===== config.mk =====
export PLATFORM = sky130hd
export DESIGN_NAME = rvga_md_execute
export DESIGN_NICKNAME = d
export VERILOG_FILES = /design/src/rtl/rvga_types.sv /design/src/rtl/rvga_md_iter.sv /design/src/rtl/rvga_md_execute.sv
export SDC_FILE = /design/constraint.sdc
export NUM_CORES = 1
export LEC_CHECK = 0
export CORE_MARGIN = 2
export CORE_UTILIZATION = 25
export DETAILED_ROUTE_END_ITERATION = 16
export GPL_ROUTABILITY_DRIVEN = 0
export PLACE_DENSITY_LB_ADDON = 0.1
export SLEW_MARGIN = 40
export SYNTH_ARGS = -nofsm -noshare
export SYNTH_HDL_FRONTEND = slang
export SYNTH_SLANG_ARGS = --single-unit

===== constraint.sdc =====
create_clock -name clk_i -period 8.5 [get_ports clk_i]
set_input_delay 1.7 -clock clk_i [delete_from_list [all_inputs] [get_ports clk_i]]
set_output_delay 1.7 -clock clk_i [all_outputs]
set_load 0.05 [all_outputs]

===== src/rtl/rvga_types.sv =====
// Shared types for the rvga multiply/divide execute slice: M-extension
// operation encodings, FSM states and operand-class helpers.
package rvga_types;

   typedef enum logic [2:0] {
      MD_MUL    = 3'b000,
      MD_MULH   = 3'b001,
      MD_MULHSU = 3'b010,
      MD_MULHU  = 3'b011,
      MD_DIV    = 3'b100,
      MD_DIVU   = 3'b101,
      MD_REM    = 3'b110,
      MD_REMU   = 3'b111
   } md_op_e;

   typedef enum logic [1:0] {
      ST_IDLE = 2'd0,
      ST_CALC = 2'd1,
      ST_DONE = 2'd2
   } md_state_e;

   function automatic logic op_is_div(input md_op_e op);
      return op[2];
   endfunction

   function automatic logic op_a_signed(input md_op_e op);
      return (op == MD_MULH) || (op == MD_MULHSU) || (op == MD_DIV) || (op == MD_REM);
   endfunction

   function automatic logic op_b_signed(input md_op_e op);
      return (op == MD_MULH) || (op == MD_DIV) || (op == MD_REM);
   endfunction

endpackage


===== src/rtl/rvga_md_iter.sv =====
// Bit-serial unsigned datapath: shift-add multiply or restoring divide on
// operand magnitudes, one bit per step, with its own step counter.
module rvga_md_iter #(
   parameter int width_p = 32
) (
   input  logic               clk_i,
   input  logic               rst_i,
   input  logic               load_i,
   input  logic               step_i,
   input  logic               is_div_i,
   input  logic [width_p-1:0] a_i,
   input  logic [width_p-1:0] b_i,
   output logic               last_o,
   output logic [width_p-1:0] hi_nxt_o,
   output logic [width_p-1:0] lo_nxt_o
);

   localparam int cnt_w = $clog2(width_p + 1);

   logic [width_p-1:0] hi_q, hi_d, lo_q, lo_d, b_q, b_d;
   logic [cnt_w-1:0]   cnt_q, cnt_d;
   logic               is_div_q, is_div_d;

   logic [width_p:0]   sum, rs;
   logic [width_p-1:0] diff, hi_step, lo_step;
   logic               ge;

   // hi holds the product high half / partial remainder, lo the multiplier / quotient
   always_comb begin
      sum  = {1'b0, hi_q} + (lo_q[0] ? {1'b0, b_q} : '0);
      rs   = {hi_q, lo_q[width_p-1]};
      ge   = (rs >= {1'b0, b_q});
      diff = rs[width_p-1:0] - b_q;
      if (is_div_q) begin
         hi_step = ge ? diff : rs[width_p-1:0];
         lo_step = {lo_q[width_p-2:0], ge};
      end else begin
         hi_step = sum[width_p:1];
         lo_step = {sum[0], lo_q[width_p-1:1]};
      end
   end

   always_comb begin
      hi_d     = hi_q;
      lo_d     = lo_q;
      b_d      = b_q;
      cnt_d    = cnt_q;
      is_div_d = is_div_q;
      if (load_i) begin
         hi_d     = '0;
         lo_d     = a_i;
         b_d      = b_i;
         cnt_d    = '0;
         is_div_d = is_div_i;
      end else if (step_i) begin
         hi_d  = hi_step;
         lo_d  = lo_step;
         cnt_d = cnt_q + 1'b1;
      end
   end

   always_ff @(posedge clk_i or posedge rst_i) begin
      if (rst_i) begin
         hi_q     <= '0;
         lo_q     <= '0;
         b_q      <= '0;
         cnt_q    <= '0;
         is_div_q <= 1'b0;
      end else begin
         hi_q     <= hi_d;
         lo_q     <= lo_d;
         b_q      <= b_d;
         cnt_q    <= cnt_d;
         is_div_q <= is_div_d;
      end
   end

   assign last_o   = (cnt_q == cnt_w'(width_p - 1));
   assign hi_nxt_o = hi_step;
   assign lo_nxt_o = lo_step;

endmodule


===== src/rtl/rvga_md_execute.sv =====
// RV M-extension execute unit: input registers, operand forwarding, and an
// IDLE/CALC/DONE sequencer around the bit-serial multiply/divide datapath.
module rvga_md_execute
   import rvga_types::*;
#(
   parameter int width_p   = 32,
   parameter int fwd_els_p = 2
) (
   input  logic                         clk_i,
   input  logic                         rst_i,
   input  logic                         stall_v_i,
   input  logic                         flush_i,
   input  logic                         op_v_i,
   input  logic [2:0]                   funct3_i,
   input  logic [width_p-1:0]           rs1_data_i,
   input  logic [width_p-1:0]           rs2_data_i,
   input  logic [fwd_els_p-1:0]         rs1_fwd_v_i,
   input  logic [fwd_els_p-1:0]         rs2_fwd_v_i,
   input  logic [fwd_els_p*width_p-1:0] fwd_data_i,
   output logic                         busy_o,
   output logic                         result_v_o,
   output logic [width_p-1:0]           result_o
);

   logic                op_v_q, op_v_d;
   logic [2:0]          funct3_q, funct3_d;
   logic [width_p-1:0]  rs1_q, rs1_d, rs2_q, rs2_d;
   md_state_e           state_q, state_d;
   md_op_e              op_q, op_d;
   logic                sa_q, sa_d, sb_q, sb_d, dz_q, dz_d;
   logic                result_v_q, result_v_d;
   logic [width_p-1:0]  result_q, result_d;

   md_op_e              cur_op;
   logic [width_p-1:0]  opa, opb, mag_a, mag_b;
   logic                sa_now, sb_now;
   logic                iter_load, iter_step, iter_last;
   logic [width_p-1:0]  iter_hi, iter_lo;

   // Signs were stripped before iterating; restore them here. A zero divisor
   // keeps the raw all-ones quotient, and the remainder carries the dividend sign.
   function automatic logic [width_p-1:0] md_result(input md_op_e op, input logic sa,
                                                   input logic sb, input logic dz,
                                                   input logic [width_p-1:0] hi,
                                                   input logic [width_p-1:0] lo);
      logic [2*width_p-1:0] prod;
      logic [width_p-1:0]   res;
      prod = (sa ^ sb) ? -{hi, lo} : {hi, lo};
      case (op)
         MD_MUL:                       res = prod[width_p-1:0];
         MD_MULH, MD_MULHSU, MD_MULHU: res = prod[2*width_p-1:width_p];
         MD_DIV, MD_DIVU:              res = dz ? '1 : ((sa ^ sb) ? -lo : lo);
         default:                      res = sa ? -hi : hi;
      endcase
      return res;
   endfunction

   always_comb begin
      op_v_d   = flush_i ? 1'b0 : (stall_v_i ? op_v_q : op_v_i);
      funct3_d = stall_v_i ? funct3_q : funct3_i;
      rs1_d    = stall_v_i ? rs1_q : rs1_data_i;
      rs2_d    = stall_v_i ? rs2_q : rs2_data_i;
   end

   // Lowest-numbered asserted forward source wins, so scan from the top down.
   always_comb begin
      opa = rs1_q;
      opb = rs2_q;
      for (int k = fwd_els_p - 1; k >= 0; k--) begin
         if (rs1_fwd_v_i[k]) opa = fwd_data_i[k*width_p +: width_p];
         if (rs2_fwd_v_i[k]) opb = fwd_data_i[k*width_p +: width_p];
      end
   end

   always_comb begin
      cur_op = md_op_e'(funct3_q);
      sa_now = op_a_signed(cur_op) & opa[width_p-1];
      sb_now = op_b_signed(cur_op) & opb[width_p-1];
      mag_a  = sa_now ? -opa : opa;
      mag_b  = sb_now ? -opb : opb;
   end

   always_comb begin
      state_d   = state_q;
      op_d      = op_q;
      sa_d      = sa_q;
      sb_d      = sb_q;
      dz_d      = dz_q;
      result_d  = result_q;
      iter_load = 1'b0;
      iter_step = 1'b0;
      if (flush_i) begin
         state_d = ST_IDLE;
      end else begin
         case (state_q)
            ST_IDLE: begin
               if (op_v_q) begin
                  state_d   = ST_CALC;
                  iter_load = 1'b1;
                  op_d      = cur_op;
                  sa_d      = sa_now;
                  sb_d      = sb_now;
                  dz_d      = (opb == '0);
               end
            end
            ST_CALC: begin
               iter_step = 1'b1;
               if (iter_last) begin
                  state_d  = ST_DONE;
                  result_d = md_result(op_q, sa_q, sb_q, dz_q, iter_hi, iter_lo);
               end
            end
            ST_DONE: begin
               if (!stall_v_i) state_d = ST_IDLE;
            end
            default: state_d = ST_IDLE;
         endcase
      end
      result_v_d = (state_d == ST_DONE);
   end

   always_ff @(posedge clk_i or posedge rst_i) begin
      if (rst_i) begin
         op_v_q     <= 1'b0;
         funct3_q   <= '0;
         rs1_q      <= '0;
         rs2_q      <= '0;
         state_q    <= ST_IDLE;
         op_q       <= MD_MUL;
         sa_q       <= 1'b0;
         sb_q       <= 1'b0;
         dz_q       <= 1'b0;
         result_v_q <= 1'b0;
         result_q   <= '0;
      end else begin
         op_v_q     <= op_v_d;
         funct3_q   <= funct3_d;
         rs1_q      <= rs1_d;
         rs2_q      <= rs2_d;
         state_q    <= state_d;
         op_q       <= op_d;
         sa_q       <= sa_d;
         sb_q       <= sb_d;
         dz_q       <= dz_d;
         result_v_q <= result_v_d;
         result_q   <= result_d;
      end
   end

   rvga_md_iter #(
      .width_p (width_p)
   ) u_iter (
      .clk_i    (clk_i),
      .rst_i    (rst_i),
      .load_i   (iter_load),
      .step_i   (iter_step),
      .is_div_i (op_is_div(cur_op)),
      .a_i      (mag_a),
      .b_i      (mag_b),
      .last_o   (iter_last),
      .hi_nxt_o (iter_hi),
      .lo_nxt_o (iter_lo)
   );

   assign busy_o     = (state_q == ST_CALC) || ((state_q == ST_IDLE) && op_v_q);
   assign result_v_o = result_v_q;
   assign result_o   = result_q;

endmodule


==> impl_metrics.csv, run 1 <==
group,metric,value,unit
timing,finalMaxSlewViolations,0,
min_path,whs_path_depth,2,
global_route,grt_overflow,0,
synth,synthFlopType,"dfrtp_1",
clock_network,cts_tree,"built",
global_route,grt_util_met3,3.07,%
status,status,"completed",
timing,max_freq,175,MHz
min_path,min_path_type,"flip-flop to flip-flop",
detailed_routing,drt_wl_total,88.2,mm
worst_setup_path,worst_ep_required_time,8970,ps
clock_network,cts_resized,0,
clock_network,post_cts_buffers,0,
synth,synth_edf_count,0,
detailed_routing,drt_pass1_iterations,5,
power,vdd_ir_drop_max,0.000221,V
finish,regArea,5310,µm²
synth,ys_seq_area_share,27.4,%
finish,design_area,23100,µm²
timing,tightest_slew,951,ps
worst_setup_path,crit_fanout,27,
power,internal_power,4.06,mW
clock_network,clk_path_buf_depth,3,
flow_run,maxCapViolCount,0,
floorplan,rows,102,
synth,synth_area,19400,µm²
finish,fin_cells,3522,
synth,synth_area_leaders,"dfrtp_1, mux2i_1, a21oi_1",
power,p_comb_share,67.9,%
synth,synth.ff_latch_count,212,
detailed_routing,via_per_inst,5.43,
floorplan,die_area,79700,µm²
worst_setup_path,reg2regPathDepth,15,
timing,finalCriticalPeriod,5720,ps
clock_network,cts_buffers,29,
finish,utilization,30.0,%
synth,synth_most_common_cell,"nand2_1",
floorplan,die_h,282,µm
power,swShare,55.0,%
timing,clock_skew,13.3,ps
synth,synth_top_cell_area_share,27.4,%
detailed_routing,vias,19100,
min_path,hold-path-endpoint,"result_o[9]",
worst_setup_path,crit_arrival,6200,ps
timing,fin_crit_sh,67.3,%
place,hpwl,69.6,mm
global_route,use_met2,35.9,%
detailed_routing,ant_nets,0,
synth,syn-num-nets,2581,
worst_setup_path,reg2reg_slack,2780,ps
detailed_routing,drt_iter0_drc,1506,
clock_network,path_clk_slew,70,ps
global_route,grt_usage,21.9,%
power,power_density,391,nW/µm²
synth,synth_area_per_cell,8.17,µm²
global_route,antenna_found_initial,3,
timing,maxSlewHeadroom,36.0,%
floorplan,die_x,282,µm
worst_setup_path,cp-start-kind,"flip-flop",
min_path,hp-start,"result_o[9]",
place,portBuffers,173,
power,switchingPower,4.97,mW
place,postPlaceCellArea,22100,µm²
finish,area_growth,19.4,%
timing,setup_violations,0,
global_route,met1_usage,29.4,%
detailed_routing,route.detailed.drc,0,
worst_setup_path,timing.rr.end,"result_o[31]",
clock_network,clk_latency,600,ps
floorplan,io_pins,174,
global_route,grt_pass1_wl,130,mm
global_route,grt_pass1_vias,19100,
place,dp_cells,3466,
global_route,grt_start_max_net_pins,83,
worst_setup_path,critPathCaptureType,"flip-flop",
clock_network,cts_hold_buffers,0,
synth,synth_common_cells,"nand2_1, nor2_1, dfrtp_1, a21oi_1, o21ai_0",
timing,tns,0,ps
clock_network,cts_root_buf,"clkbuf_16",
clock_network,htree_levels,1,
synth,postSynthCellCount,2370,
timing,rsz0062_at_grt,"no",
worst_setup_path,critical_path_class,"flip-flop to flip-flop",
synth,async_flop_share,100,%
finish,finalNetCount,2670,
finish,drive_above_1_share,9.59,%
timing,hold_viol,0,
synth,ys_types,108,
power,pwr-share-seq,17.5,%
floorplan,initial_utilization,25.1,%
detailed_routing,routedWlPerCell,25.0,µm
power,p_leak,9.33,nW
worst_setup_path,reg2reg_from,"u_iter.lo_q[0]",
global_route,grt-busiest-layer,"met2",
power,clkPwrFrac,14.6,%
synth,yosysTopAreaCell,"dfrtp_1",
floorplan,core-area,77100,µm²
timing,worst_hold_slack,484,ps
finish,fillers,8304,
synth,synth_warnings,0,
clock_network,cts_sinks,212,
finish,multiInputGateArea,13200,µm²
-- worst max-delay path by stage --
stage                endpoint            from  slack (ps)
6_report         result_o[31]  u_iter.lo_q[0]        2780
5_1_grt          result_o[31]  u_iter.lo_q[0]        2380
4_1_cts          result_o[31]  u_iter.lo_q[0]        2820
3_5_place_dp     result_o[31]  u_iter.lo_q[0]        2870
3_3_place_gp   u_iter.b_q[29]  rs2_fwd_v_i[1]        2670
2_1_floorplan       cur_op[0]           rst_i        1010
-- metal layers --
layer  part of all wire [%]  vias up  wire length (µm)
li1                       -     8921                 -
met1                     45     9457             39500
met2                     46      607             40700
met3                    5.5      123              4860
met4                    3.6        2              3200
met5                  0.015        -                13
-- layout make-up --
| type | instances | share of cell area [%] |
|---|---|---|
| tap | 1040 | 5.63 |
| clock inverter | 14 | 0.883 |
| inverter | 63 | 1.06 |
| antenna | 1 | 0.0108 |
| timing repair buffer | 209 | 8.91 |
| multi-input combinational | 1944 | 57.1 |
| sequential | 212 | 23.0 |
| clock buffer | 39 | 3.39 |
-- state kept, by name (all words and copies together) (netlist names) --
signal	flops
sb_q	1
cur_op	3
op_q	3
u_iter.b_q	32
u_iter.lo_q	32
sa_q	1
rs2_q	32
u_iter.cnt_q	6
op_v_q	1
dz_q	1
u_iter.hi_q	32
result_o	32
result_v_o	1
rs1_q	32
state_q	2
u_iter.is_div_q	1
-- cells in the final DEF, fill, tap and decap left out, types with 30 or more instances in the layout --
master | synthesis | final
a21oi_1 | 185 | 185
a31oi_1 | 49 | 49
and2_1 | 51 | 51
buf_4 | 16 | 30
clkdlybuf4s50_1 | 0 | 168
dfrtp_1 | 212 | 210
ha_1 | 69 | 69
inv_1 | 62 | 61
mux2_2 | 82 | 82
mux2i_1 | 115 | 115
nand2_1 | 238 | 238
nand3_1 | 42 | 42
nor2_1 | 217 | 216
nor3_1 | 54 | 52
o21ai_0 | 177 | 177
o221ai_1 | 37 | 37
xnor2_1 | 89 | 88
xor2_1 | 73 | 73
-- logic make-up after synthesis --
kind of cell / share of synthesized area [%]
multiplexers: 10.9
AND/OR/NAND/NOR: 19.9
AO/OA/AOI/OAI: 25.1
buffers and inverters: 4.73
XOR/XNOR: 7.33
adder cells (fa/ha/maj): 4.67
flip-flops: 27.4
-- stage by stage --
stage / setup WS (ps) / power [mW]
6_report: 2780 / 9.03
3_5_place_dp: 2870 / 7.62
2_1_floorplan: 1010 / 5.53
3_3_place_gp: 2670 / 7.63
5_1_grt: 2380 / 9.57
4_1_cts: 2820 / 9.00
-- worst max-delay path: stages (launching register included) --
cell and delay, ps:
dfrtp_1 490, buf_4 290, and2_1 210, ha_1 620
nand2_1 150, o21ai_0 570, nor3b_2 300, o31ai_1 180
a2111oi_0 540, o21ai_0 240, a211oi_1 580, a2bb2o_1 400
nor4b_2 400, a311oi_1 140, a311oi_1 340, o22ai_1 120
-- power groups by stage --
stage          clock (mW)  sequential [mW]  combinational (mW)
2_1_floorplan           0             1.41                4.11
4_1_cts              1.37             1.58                6.06
3_5_place_dp            0             1.60                6.03
3_3_place_gp            0             1.59                6.04
5_1_grt              1.40             1.62                6.55
6_report             1.32             1.58                6.13
(Power assumes the default switching activity.)
==> run 2, diff against run 1 <==
- clock period: 8.5 -> 4.96 ns (I/O delays scaled with it)
==> run 2 against run 1 <==
Against the previous run:
- critical endpoint unchanged
- routed wire length is 1.9% higher
- design area is 7.3% higher
- highest routed layer unchanged
- flip-flop and latch count stayed put
- worst setup slack worse by 2600 ps
- clock skew is 11 ps higher
==> impl_metrics.csv, run 2 (synthesized netlist as in run 1, its figures left out) <==
group,metric,value,unit
clock_network,cts_root_buf,"clkbuf_16",
worst_setup_path,reg2reg_slack,190,ps
power,vdd_ir_drop_max,0.000357,V
finish,regArea,5310,µm²
global_route,grt_start_max_net_pins,80,
min_path,hp-start,"result_o[0]",
detailed_routing,ant_nets,0,
timing,tightest_slew,825,ps
clock_network,cts_tree,"built",
place,dp_cells,3670,
timing,max_freq,210,MHz
clock_network,clk_path_buf_depth,3,
worst_setup_path,crit_arrival,5240,ps
floorplan,core-area,77100,µm²
power,power_density,696,nW/µm²
worst_setup_path,worst_ep_required_time,5430,ps
min_path,hold-path-endpoint,"result_o[0]",
worst_setup_path,reg2reg_from,"u_iter.lo_q[0]",
worst_setup_path,crit_family,"compound AO/OA/AOI/OAI gates",
detailed_routing,routedWlPerCell,24.1,µm
finish,area_growth,28.1,%
finish,final_common_cell,"nand2_1",
clock_network,htree_levels,1,
detailed_routing,drt_pass1_iterations,5,
clock_network,path_clk_slew,60,ps
detailed_routing,vias,19700,
finish,fin_cells,3726,
floorplan,die_x,282,µm
worst_setup_path,max_stage_delay,460,ps
power,p_leak,10.3,nW
clock_network,cts_sinks,212,
finish,final_cell_mix,"nand2_1, buf_4, nor2_1",
flow_run,maxCapViolCount,0,
timing,worst_hold_slack,472,ps
power,power,17.3,mW
finish,fillers,8230,
finish,utilization,32.2,%
detailed_routing,route.detailed.drc,0,
floorplan,die_h,282,µm
worst_setup_path,critical_path_class,"flip-flop to flip-flop",
worst_setup_path,cp-start-kind,"flip-flop",
clock_network,cts_buffers,29,
global_route,grt_usage,22.3,%
floorplan,rows,102,
worst_setup_path,reg2regPathDepth,18,
timing,clock_skew,24.3,ps
timing,fin_crit_sh,96.1,%
finish,multiInputGateArea,13400,µm²
finish,diodes,0,
clock_network,clk_latency,600,ps
worst_setup_path,critPathMostFrequentCell,"buf_4",
global_route,grt_pass1_vias,19800,
global_route,grt_pass1_wl,133,mm
floorplan,initial_utilization,25.1,%
timing,finalCriticalPeriod,4770,ps
place,portBuffers,173,
timing,finalMaxSlewViolations,0,
finish,finalNetCount,2877,
global_route,grt_overflow,0,
worst_setup_path,crit_path_top_delay_cell,"or3_1",
timing,setup_violations,0,
min_path,whs_path_depth,2,
timing,maxSlewHeadroom,45.0,%
place,hpwl,72.0,mm
detailed_routing,drt_wl_total,89.9,mm
floorplan,io_pins,174,
detailed_routing,drt_iter0_drc,1561,
worst_setup_path,timing.rr.end,"result_o[31]",
worst_setup_path,cp_num_buf_inv,4,
min_path,min_path_type,"flip-flop to flip-flop",
detailed_routing,via_per_inst,5.29,
worst_setup_path,cp_cell_sequence,"buf_4 -> and2_1 -> ha_1 -> a21oi_1 -> o21ai_0 -> or3_1 -> a311oi_1 -> buf_4 -> o31ai_1 -> xor2_1 -> a211oi_1 -> buf_4 -> a2bb2o_1 -> nor4b_2 -> buf_4 -> a41oi_1 -> xnor2_1 -> o22ai_1",
worst_setup_path,critPathCaptureType,"flip-flop",
timing,hold_viol,0,
worst_setup_path,crit_fanout,17,
status,status,"completed",
global_route,antenna_found_initial,5,
finish,drive_above_1_share,17.4,%
floorplan,die_area,79700,µm²
run 2: changes by cell type in the layout (fill, tap and decap cells not counted), sizes merged:
cell,delta
diode,-1
clkinvlp,-1
buf,+207
inv,-1
clkbuf,+3
bufinv,-3
run 2: repair_timing:
item                                    4_1_cts  5_1_grt
setup buffers                                 0        3
endpoints found under the setup margin        2       20
gates resized for setup                       1       37
cloned                                        0        0
hold buffers                                  0        0
pin swaps                                     0        4
run 2: worst max-delay path by stage:
stage | start | to | slack, ps | depth (start not counted)
3_5_place_dp | u_iter.lo_q[0] | result_o[31] | -50 | 20
6_report | u_iter.lo_q[0] | result_o[31] | 190 | 18
5_1_grt | u_iter.lo_q[0] | result_o[31] | -30 | 21
4_1_cts | u_iter.b_q[12] | result_o[8] | 10 | 18
3_3_place_gp | u_iter.b_q[12] | result_o[8] | -20 | 16
2_1_floorplan | u_iter.is_div_q | result_o[18] | 450 | 16
run 2: cell type report:
| type | count | share of cell area [%] |
|---|---|---|
| Clock buffer | 42 | 3.37 |
| Clock inverter | 9 | 0.414 |
| Inverter | 63 | 0.969 |
| Multi-Input combinational cell | 1944 | 53.9 |
| Sequential cell | 212 | 21.4 |
| Tap cell | 1040 | 5.25 |
| Timing Repair Buffer | 416 | 14.7 |
run 2: worst reg2reg max path: stages, from the launching register on:
cell      delay, ps
dfrtp_1         370
buf_4           260
and2_1          320
ha_1            310
a21oi_1         200
o21ai_0         210
or3_1           460
a311oi_1        250
buf_4           200
o31ai_1         100
xor2_1          190
a211oi_1        380
buf_4           180
a2bb2o_1        330
nor4b_2         340
buf_4           170
a41oi_1         140
xnor2_1         170
o22ai_1          80
run 2: where the power goes:
part / internal [mW] / switching [mW] / total, mW / leakage, nW
combinational: 4.90 / 7.60 / 12.5 / 7.18
sequential: 2.11 / 0.522 / 2.63 / 2.69
clock: 1.26 / 0.873 / 2.13 / 0.465
total: 8.27 / 9.00 / 17.3 / 10.3
run 2: metrics by stage:
step / worst slack [ps] / instance area (µm²) / setup TNS [ps]
floorplan: 448 / 19400 / 0
global placement: -20.5 / 23600 / -36.1
detailed placement: -54.2 / 23600 / -64.0
CTS: 12.5 / 24600 / 0
global route: -33.3 / 24800 / -74.1
finish: 193 / 24800 / 0
run 2: per-layer routing:
metal	vias to the layer above	share of wire (%)	global-route usage, %
met5	-	0.028	0
met4	4	3.5	7.05
met3	100	5.3	3.15
met2	569	45	36.5
met1	9659	46	30.4
li1	9368	-	-
==> run 3, diff against run 2 <==
==> constraint.sdc (replaced) <==
create_clock -name clk_i -period 4.96 [get_ports clk_i]
set_input_delay 1.24 -clock clk_i [delete_from_list [all_inputs] [get_ports clk_i]]
set_output_delay 1.24 -clock clk_i [all_outputs]
set_load 0.05 [all_outputs]
==> run 3 against run 2 <==
Against the previous run:
- core utilization is 0.20 points higher
- clock skew is 3.9 ps lower
- sequential share of layout area is 0.13 points lower
- final cell count is 0.51% higher
- register-to-register slack worse by 30 ps
- fmax is 0.59% lower
- critical endpoint is now result_o[16]
- largest cell class unchanged
==> impl_metrics.csv, run 3 (synthesized netlist as in run 1, its figures left out) <==
group,metric,value,unit
timing,hold_viol,0,
power,internal_power,8.42,mW
flow_run,maxCapViolCount,0,
timing,finalCriticalPeriod,4800,ps
finish,final_common_cell,"buf_4",
clock_network,clk_latency,600,ps
detailed_routing,drt_wl_total,90.2,mm
clock_network,cts_buffers,29,
finish,utilization,32.4,%
worst_setup_path,critical_path_class,"flip-flop to flip-flop",
place,dpl_worst_slack,-19.8,ps
power,power,17.5,mW
global_route,antenna_found_initial,2,
clock_network,cts_tree,"built",
timing,fin_crit_sh,96.7,%
global_route,grt_start_max_net_pins,70,
floorplan,initial_utilization,25.1,%
timing,tightest_slew,807,ps
floorplan,rows,102,
finish,finalNetCount,2895,
place,portBuffers,173,
finish,final_cell_mix,"buf_4, nand2_1, nor2_1",
floorplan,core-area,77100,µm²
status,status,"completed",
detailed_routing,ant_nets,0,
worst_setup_path,crit_fanout,9,
worst_setup_path,cp-start-kind,"flip-flop",
place,hpwl,72.3,mm
clock_network,cts_root_buf,"clkbuf_16",
floorplan,die_area,79700,µm²
detailed_routing,drt_pass1_iterations,5,
clock_network,htree_levels,1,
clock_network,clk_path_buf_depth,3,
timing,maxSlewHeadroom,46.1,%
global_route,grt_pass1_wl,133,mm
min_path,min_path_type,"flip-flop to flip-flop",
clock_network,path_clk_slew,60,ps
power,pwr-share-seq,15.0,%
power,vdd_ir_drop_max,0.000311,V
worst_setup_path,worst_ep_required_time,5430,ps
floorplan,die_x,282,µm
power,p_leak,10.4,nW
power,swShare,51.9,%
place,dp_cells,3688,
timing,worst_hold_slack,485,ps
detailed_routing,vias,20000,
finish,multiInputGateArea,13300,µm²
global_route,grt_usage,22.3,%
finish,area_growth,28.9,%
finish,drive_above_1_share,17.9,%
global_route,grt_overflow,0,
worst_setup_path,critPathCaptureType,"flip-flop",
floorplan,io_pins,174,
detailed_routing,routedWlPerCell,24.1,µm
detailed_routing,drt_iter0_drc,1703,
worst_setup_path,crit_arrival,5270,ps
clock_network,cts_sinks,212,
timing,finalMaxSlewViolations,0,
timing,max_freq,209,MHz
power,clkPwrFrac,12.9,%
finish,fin_cells,3745,
global_route,grt_pass1_vias,19900,
timing,clock_skew,20.4,ps
clock_network,cts_hold_buffers,0,
floorplan,die_h,282,µm
power,power_density,701,nW/µm²
timing,setup_violations,0,
finish,regArea,5310,µm²
detailed_routing,route.detailed.drc,0,
finish,fillers,8169,
power,switchingPower,9.08,mW
power,p_comb_share,72.1,%
timing,postLayoutSetupSlackWorst,164,ps
detailed_routing,via_per_inst,5.33,
## run 3: cell types whose count changed in the layout (fill, tap and decap cells not counted), sizes merged
cell and change:
clkbuf -3, diode +1, buf +18, clkinv -1, bufinv +2, inv +1
clkinvlp +1
## run 3: power groups by stage
stage               sequential [mW]  clock (mW)  combinational (mW)
floorplan                      2.42           0                7.05
finish                         2.62        2.26                12.6
CTS                            2.60        2.32                12.3
detailed placement             2.63           0                12.2
global placement               2.62           0                12.2
global route                   2.67        2.39                13.4
## run 3: critical path: stages, from the launching register on
cell,delay (ps)
dfrtp_1,450
ha_1,440
a21oi_1,260
o21ai_0,170
a21o_1,270
o31ai_4,320
buf_6,200
a31o_2,200
ha_1,180
o21a_1,170
nand3_1,170
or4_1,560
nor3_2,460
a41oi_1,220
xnor2_1,170
a221oi_1,310
o21ai_0,130
## run 3: final cells by class
type	count	area share, %
antenna	1	0.0100
clock buffer	39	3.30
multi-input combinational	1944	53.3
sequential	212	21.3
inverter	63	0.963
timing repair buffer	434	15.2
tap	1040	5.21
clock inverter	12	0.697
## run 3: timing repair
| action | in CTS | in global routing |
|---|---|---|
| buffers inserted | 0 | 3 |
| setup endpoints to repair | 3 | 22 |
| resized for setup | 2 | 30 |
| pin swaps | 0 | 1 |
## run 3: worst paths after layout
check	from	to	slack [ps]	cells after the start
hold / removal	dz_q	dz_q	480	2
min in group asynchronous	rst_i	rs1_q[16]	1000	2
setup / recovery	u_iter.hi_q[13]	result_o[16]	160	16
hold reg to reg	dz_q	dz_q	480	2
max in group asynchronous	rst_i	u_iter.hi_q[17]	3060	4
setup reg to reg	u_iter.hi_q[13]	result_o[16]	160	16
## run 3: metal layers
layer  global-route usage (%)  vias up  part of all wire, %
met5                        0        -                0.013
met2                     37.1      607                   46
met4                     6.78        2                  3.2
li1                         -     9399                    -
met3                     3.01      100                  5.5
met1                     29.9     9845                   45
## run 3: per-stage QoR
step	instance area [µm²]	TNS (ps)
3_3_place_gp	23700	-22.5
5_1_grt	25000	-26.8
3_5_place_dp	23700	-39.0
2_1_floorplan	19400	0
6_report	25000	0
4_1_cts	24800	0
==> edit 1: new RTL, settings of run 1 <==
Re-encode `md_state_e` (3 states) as one-hot, 3 bits wide.
--- a/src/rtl/rvga_types.sv
+++ b/src/rtl/rvga_types.sv
@@ -13,10 +13,10 @@
       MD_REMU   = 3'b111
    } md_op_e;
 
-   typedef enum logic [1:0] {
-      ST_IDLE = 2'd0,
-      ST_CALC = 2'd1,
-      ST_DONE = 2'd2
+   typedef enum logic [2:0] {
+      ST_IDLE = 3'b001,
+      ST_CALC = 3'b010,
+      ST_DONE = 3'b100
    } md_state_e;
 
    function automatic logic op_is_div(input md_op_e op);
Behaviour: same outputs for any inputs over 10 cycles, from zero or initial values and one cycle with rst_i high; not proved beyond that.
==> edit 1 against run 1 <==
- setup slack improved by 0.089 ns
- design area fell by 3.5%
- total power fell by 9.1%
- routed wire length fell by 13%
- area after synthesis fell by 4.1%
- sequential cell count rose by 1
- synthesized cell count fell by 4.9%
- critical path type unchanged
- critical endpoint is now result_o[26]
- largest power group unchanged
==> edit 1: results (changes against run 1) <==
fraction of final layout cells with drive strength greater than 1 0.0982 (+0.00231); cell type of the slowest stage on the worst timing path o41ai_1; Internal Pwr Total 3.93 mW (-3.2%); part of the Yosys area used for sequential elements 0.287 (+0.0133); non-clock inverter instance count of the final layout 76 (+21%); routed metal-1 wirelength 35800 um (-9.4%); list of most frequent post-synthesis cells nand2_1, dfrtp_1, a21oi_1; worst slack, placed 2.70 ns (-0.168 ns); Clock buffers and inverters, area share 0.0437 (+0.000980); clock buffers 41 (+5.1%); CP peak stage delay 0.70 ns (+0.08 ns); clock tree root driver cell clkbuf_16; global routing met2 resource utilization 0.328 (-0.0306); nets in the synthesized netlist 2465 (-4.5%); number of fillers in the final layout 7772 (-6.4%); worst hold endpoint u_iter.lo_q[31]; cell area after synthesis 18600 um^2 (-4.1%); buffer share of cell area 0.0922 (+0.00310); GR met1 Demand/Resource 0.267 (-0.0269); post-DP HPWL 60000 um (-14%); Crit path arrival time 6.09 ns (-0.11 ns); minimum setup slack among reg-to-reg paths 2.87 ns (+0.09 ns); total number of sequential cells 213 (+0.47%); met2 layer wire length in the routed design 35900 um (-12%); start point of the critical path u_iter.lo_q[31]; via count of the first global-routing pass 17500 (-8.2%); largest vdd supply drop 0.000143 V (-35%); GRT Overall Usage 0.197 (-0.0221); biggest fanout along the worst timing path 6 (-78%); Cells on Worst Hold Path 2 (unchanged); maximum number of pins on one net before global-route repair 140 (+69%); count of plain and timing-repair buffers 213 (+1.9%); mean area per synthesized cell 8.23 um^2 (+0.78%); initial antenna violation count 5 (+2); final core area utilization 0.305 (+0.00489); launch point of the worst hold path u_iter.lo_q[31]; post-route worst setup slack 2.87 ns (+0.0894 ns); critical register-to-register path startpoint u_iter.lo_q[31]; Placement Cell Area 21300 um^2 (-3.7%); worst max-slew margin expressed relative to the limit 0.429 (+0.0694); multi-input gate count 1827 (-6.0%); first-pass GRT wire length 117000 um (-11%); number of DRC markers after the initial detailed-route iteration 1325 (-12%); post-cts resize count 0 (unchanged); top area cells in the synthesized netlist dfrtp_1, a21oi_1, mux2i_1; met3 wire len 3300 um (-32%); leakage power summed over all cells 9.18 nW (-1.6%); number of nets in the final layout 2571 (-3.7%); run status completed; Critical Path End result_o[26]; reg2reg path depth 16 (+1); average detailed-routed wire length per instance 23.0 um (-8.1%); Post-Route Hold Slack 0.492 ns (+0.00745 ns); GRT met3 Usage 0.0267 (-0.00402); clk_skew 0.0416 ns (+0.0283 ns); area occupied by multi-input gates 12400 um^2 (-5.8%); vias per cell 5.30 (-2.3%); Yosys Warn Count 0 (unchanged); count of distinct cell types in the synthesized netlist 99 (-8.3%)
-- edit 1: changes by cell type after synthesis, moves of 9 or more --
cell | before | now
nand2_1 | 238 | 217
inv_1 | 62 | 76
buf_4 | 16 | 1
a41oi_1 | 20 | 8
o221ai_1 | 37 | 5
a21oi_1 | 185 | 204
nor2_1 | 217 | 181
nor3_1 | 54 | 31
a221oi_1 | 17 | 35
a211oi_1 | 20 | 9
o211ai_1 | 10 | 19
a21o_1 | 28 | 41
mux2i_1 | 115 | 100
-- edit 1: cell families after synthesis --
logic type / Yosys count / share of synthesized area
AOI/OAI and AO/OA: 722 / 0.252
xor gates and xnor gates: 176 / 0.0831
adders and majority gates: 71 / 0.0487
buffers and inverters: 214 / 0.0465
DFF: 213 / 0.287
muxes: 180 / 0.103
and+or+nand+nor: 678 / 0.180
==> edit 2: new RTL, flow settings as in run 1 <==
Made on the original files. `width_p` is set to 32 in 2 places; all go to 16.
--- a/src/rtl/rvga_md_iter.sv
+++ b/src/rtl/rvga_md_iter.sv
@@ -1,7 +1,7 @@
 // Bit-serial unsigned datapath: shift-add multiply or restoring divide on
 // operand magnitudes, one bit per step, with its own step counter.
 module rvga_md_iter #(
-   parameter int width_p = 32
+   parameter int width_p = 16
 ) (
    input  logic               clk_i,
    input  logic               rst_i,
--- a/src/rtl/rvga_md_execute.sv
+++ b/src/rtl/rvga_md_execute.sv
@@ -3,7 +3,7 @@
 module rvga_md_execute
    import rvga_types::*;
 #(
-   parameter int width_p   = 32,
+   parameter int width_p   = 16,
    parameter int fwd_els_p = 2
 ) (
    input  logic                         clk_i,
Interface: changed (resized fwd_data_i, result_o, rs1_data_i and rs2_data_i); port bits go from 174 to 94. The function was not compared with the original's and may differ.
==> edit 2 against run 1 <==
- sequential cell count fell by 97
- non-clock buffer count is 103 lower
- total power decreased by 57%
- area after synthesis is 51% lower
- setup slack better by 0.96 ns
- routed wire length is 63% lower
- design area shrank 50%
- synthesized cell count shrank 53%
- critical endpoint is now result_o[14]
- die area fell by 51%
- hold slack got worse by 0.016 ns
==> edit 2: results (changes against run 1) <==
mean area per synthesized cell 8.41 um^2 (+2.9%); power consumed by sequential cells 837 uW (-47%); vias per cell 5.01 (-7.6%); leakage power summed over all cells 4.79 nW (-49%); Comb group 2.30 mW (-62%); run status completed; largest vdd supply drop 0.000166 V (-25%); Clock buffers and inverters, area share 0.0543 (+0.0116); worst slack, placed 3.94 ns (+1.07 ns); cell count after placement 1683 (-51%); list of most frequent post-synthesis cells nand2_1, dfrtp_1, nor2_1; top area cells in the synthesized netlist dfrtp_1, mux2_2, mux2i_1; first-pass GRT wire length 51900 um (-60%); average detailed-routed wire length per instance 19.2 um (-23%); Port Buffers 93 (-46%); number of nets in the final layout 1307 (-51%); switching power of the nets 1.89 mW (-62%); slew at the pin closest to its max-slew limit 0.764 ns (-0.186 ns); non-filler cells in the finished layout 1714 (-51%); multi-input gate share of total cell area 0.540 (-0.0317); count of distinct cell types in the synthesized netlist 95 (-12%); number of fillers in the final layout 4076 (-51%); part of the Yosys area used for sequential elements 0.304 (+0.0303); Bufs on Longest Clock Path 2 (-1); GRT Overall Usage 0.173 (-0.0461); clk_skew 0.00913 ns (-0.00416 ns); clock network latency to the later pin of the worst-skew pair 0.42 ns (-0.18 ns); standard-cell rows 71 (-30%); non-clock inverter instance count of the final layout 34 (-46%); multi-input gate count 917 (-53%); Placement Cell Area 10900 um^2 (-51%); via count of the first global-routing pass 8646 (-55%)
-- edit 2: cell types whose count changed in the layout (fill, tap and decap cells not counted), moves of 80 or more --
cell | run 1 | this run
o21ai_0 | 177 | 89
a21oi_1 | 185 | 89
dfrtp_1 | 210 | 114
nor2_1 | 216 | 107
clkdlybuf4s50_1 | 168 | 88
nand2_1 | 238 | 119
-- edit 2: worst max-delay path: cells and delay by family, from the launching register on --
| kind | cells | cell delay, ns |
|---|---|---|
| compound gates | 6 | 1.58 |
| fa+ha+maj | 2 | 0.63 |
| buf+inv | 1 | 0.07 |
| flops | 1 | 0.45 |
| simple gates | 6 | 1.89 |
-- edit 2: logic make-up (layout without fill, tap and decap cells) --
| kind of cell | after synthesis | in the layout | synth area share |
|---|---|---|---|
| adder cells (fa/ha/maj) | 40 | 40 | 0.0545 |
| multiplexers | 93 | 93 | 0.105 |
| AND/OR/NAND/NOR | 374 | 374 | 0.192 |
| XOR/XNOR | 71 | 71 | 0.0658 |
| flip-flops | 115 | 115 | 0.304 |
| buffers and inverters | 93 | 171 | 0.0422 |
| AO/OA/AOI/OAI | 339 | 339 | 0.237 |
-- edit 2: final timing paths --
kind	startpoint	slack (ns)	endpoint
setup / recovery	u_iter.b_q[14]	3.74	result_o[14]
hold / removal	result_o[0]	0.47	result_o[0]
setup reg to reg	u_iter.b_q[14]	3.74	result_o[14]
hold reg to reg	result_o[0]	0.47	result_o[0]
max in group asynchronous	rst_i	5.72	u_iter.is_div_q
min in group asynchronous	rst_i	1.72	rs2_q[12]
-- edit 2: per-layer routing --
metal	wire, um	GRT usage
met4	263	0.0343
met5	0	0
met3	1220	0.0280
met1	16200	0.243
met2	15200	0.280
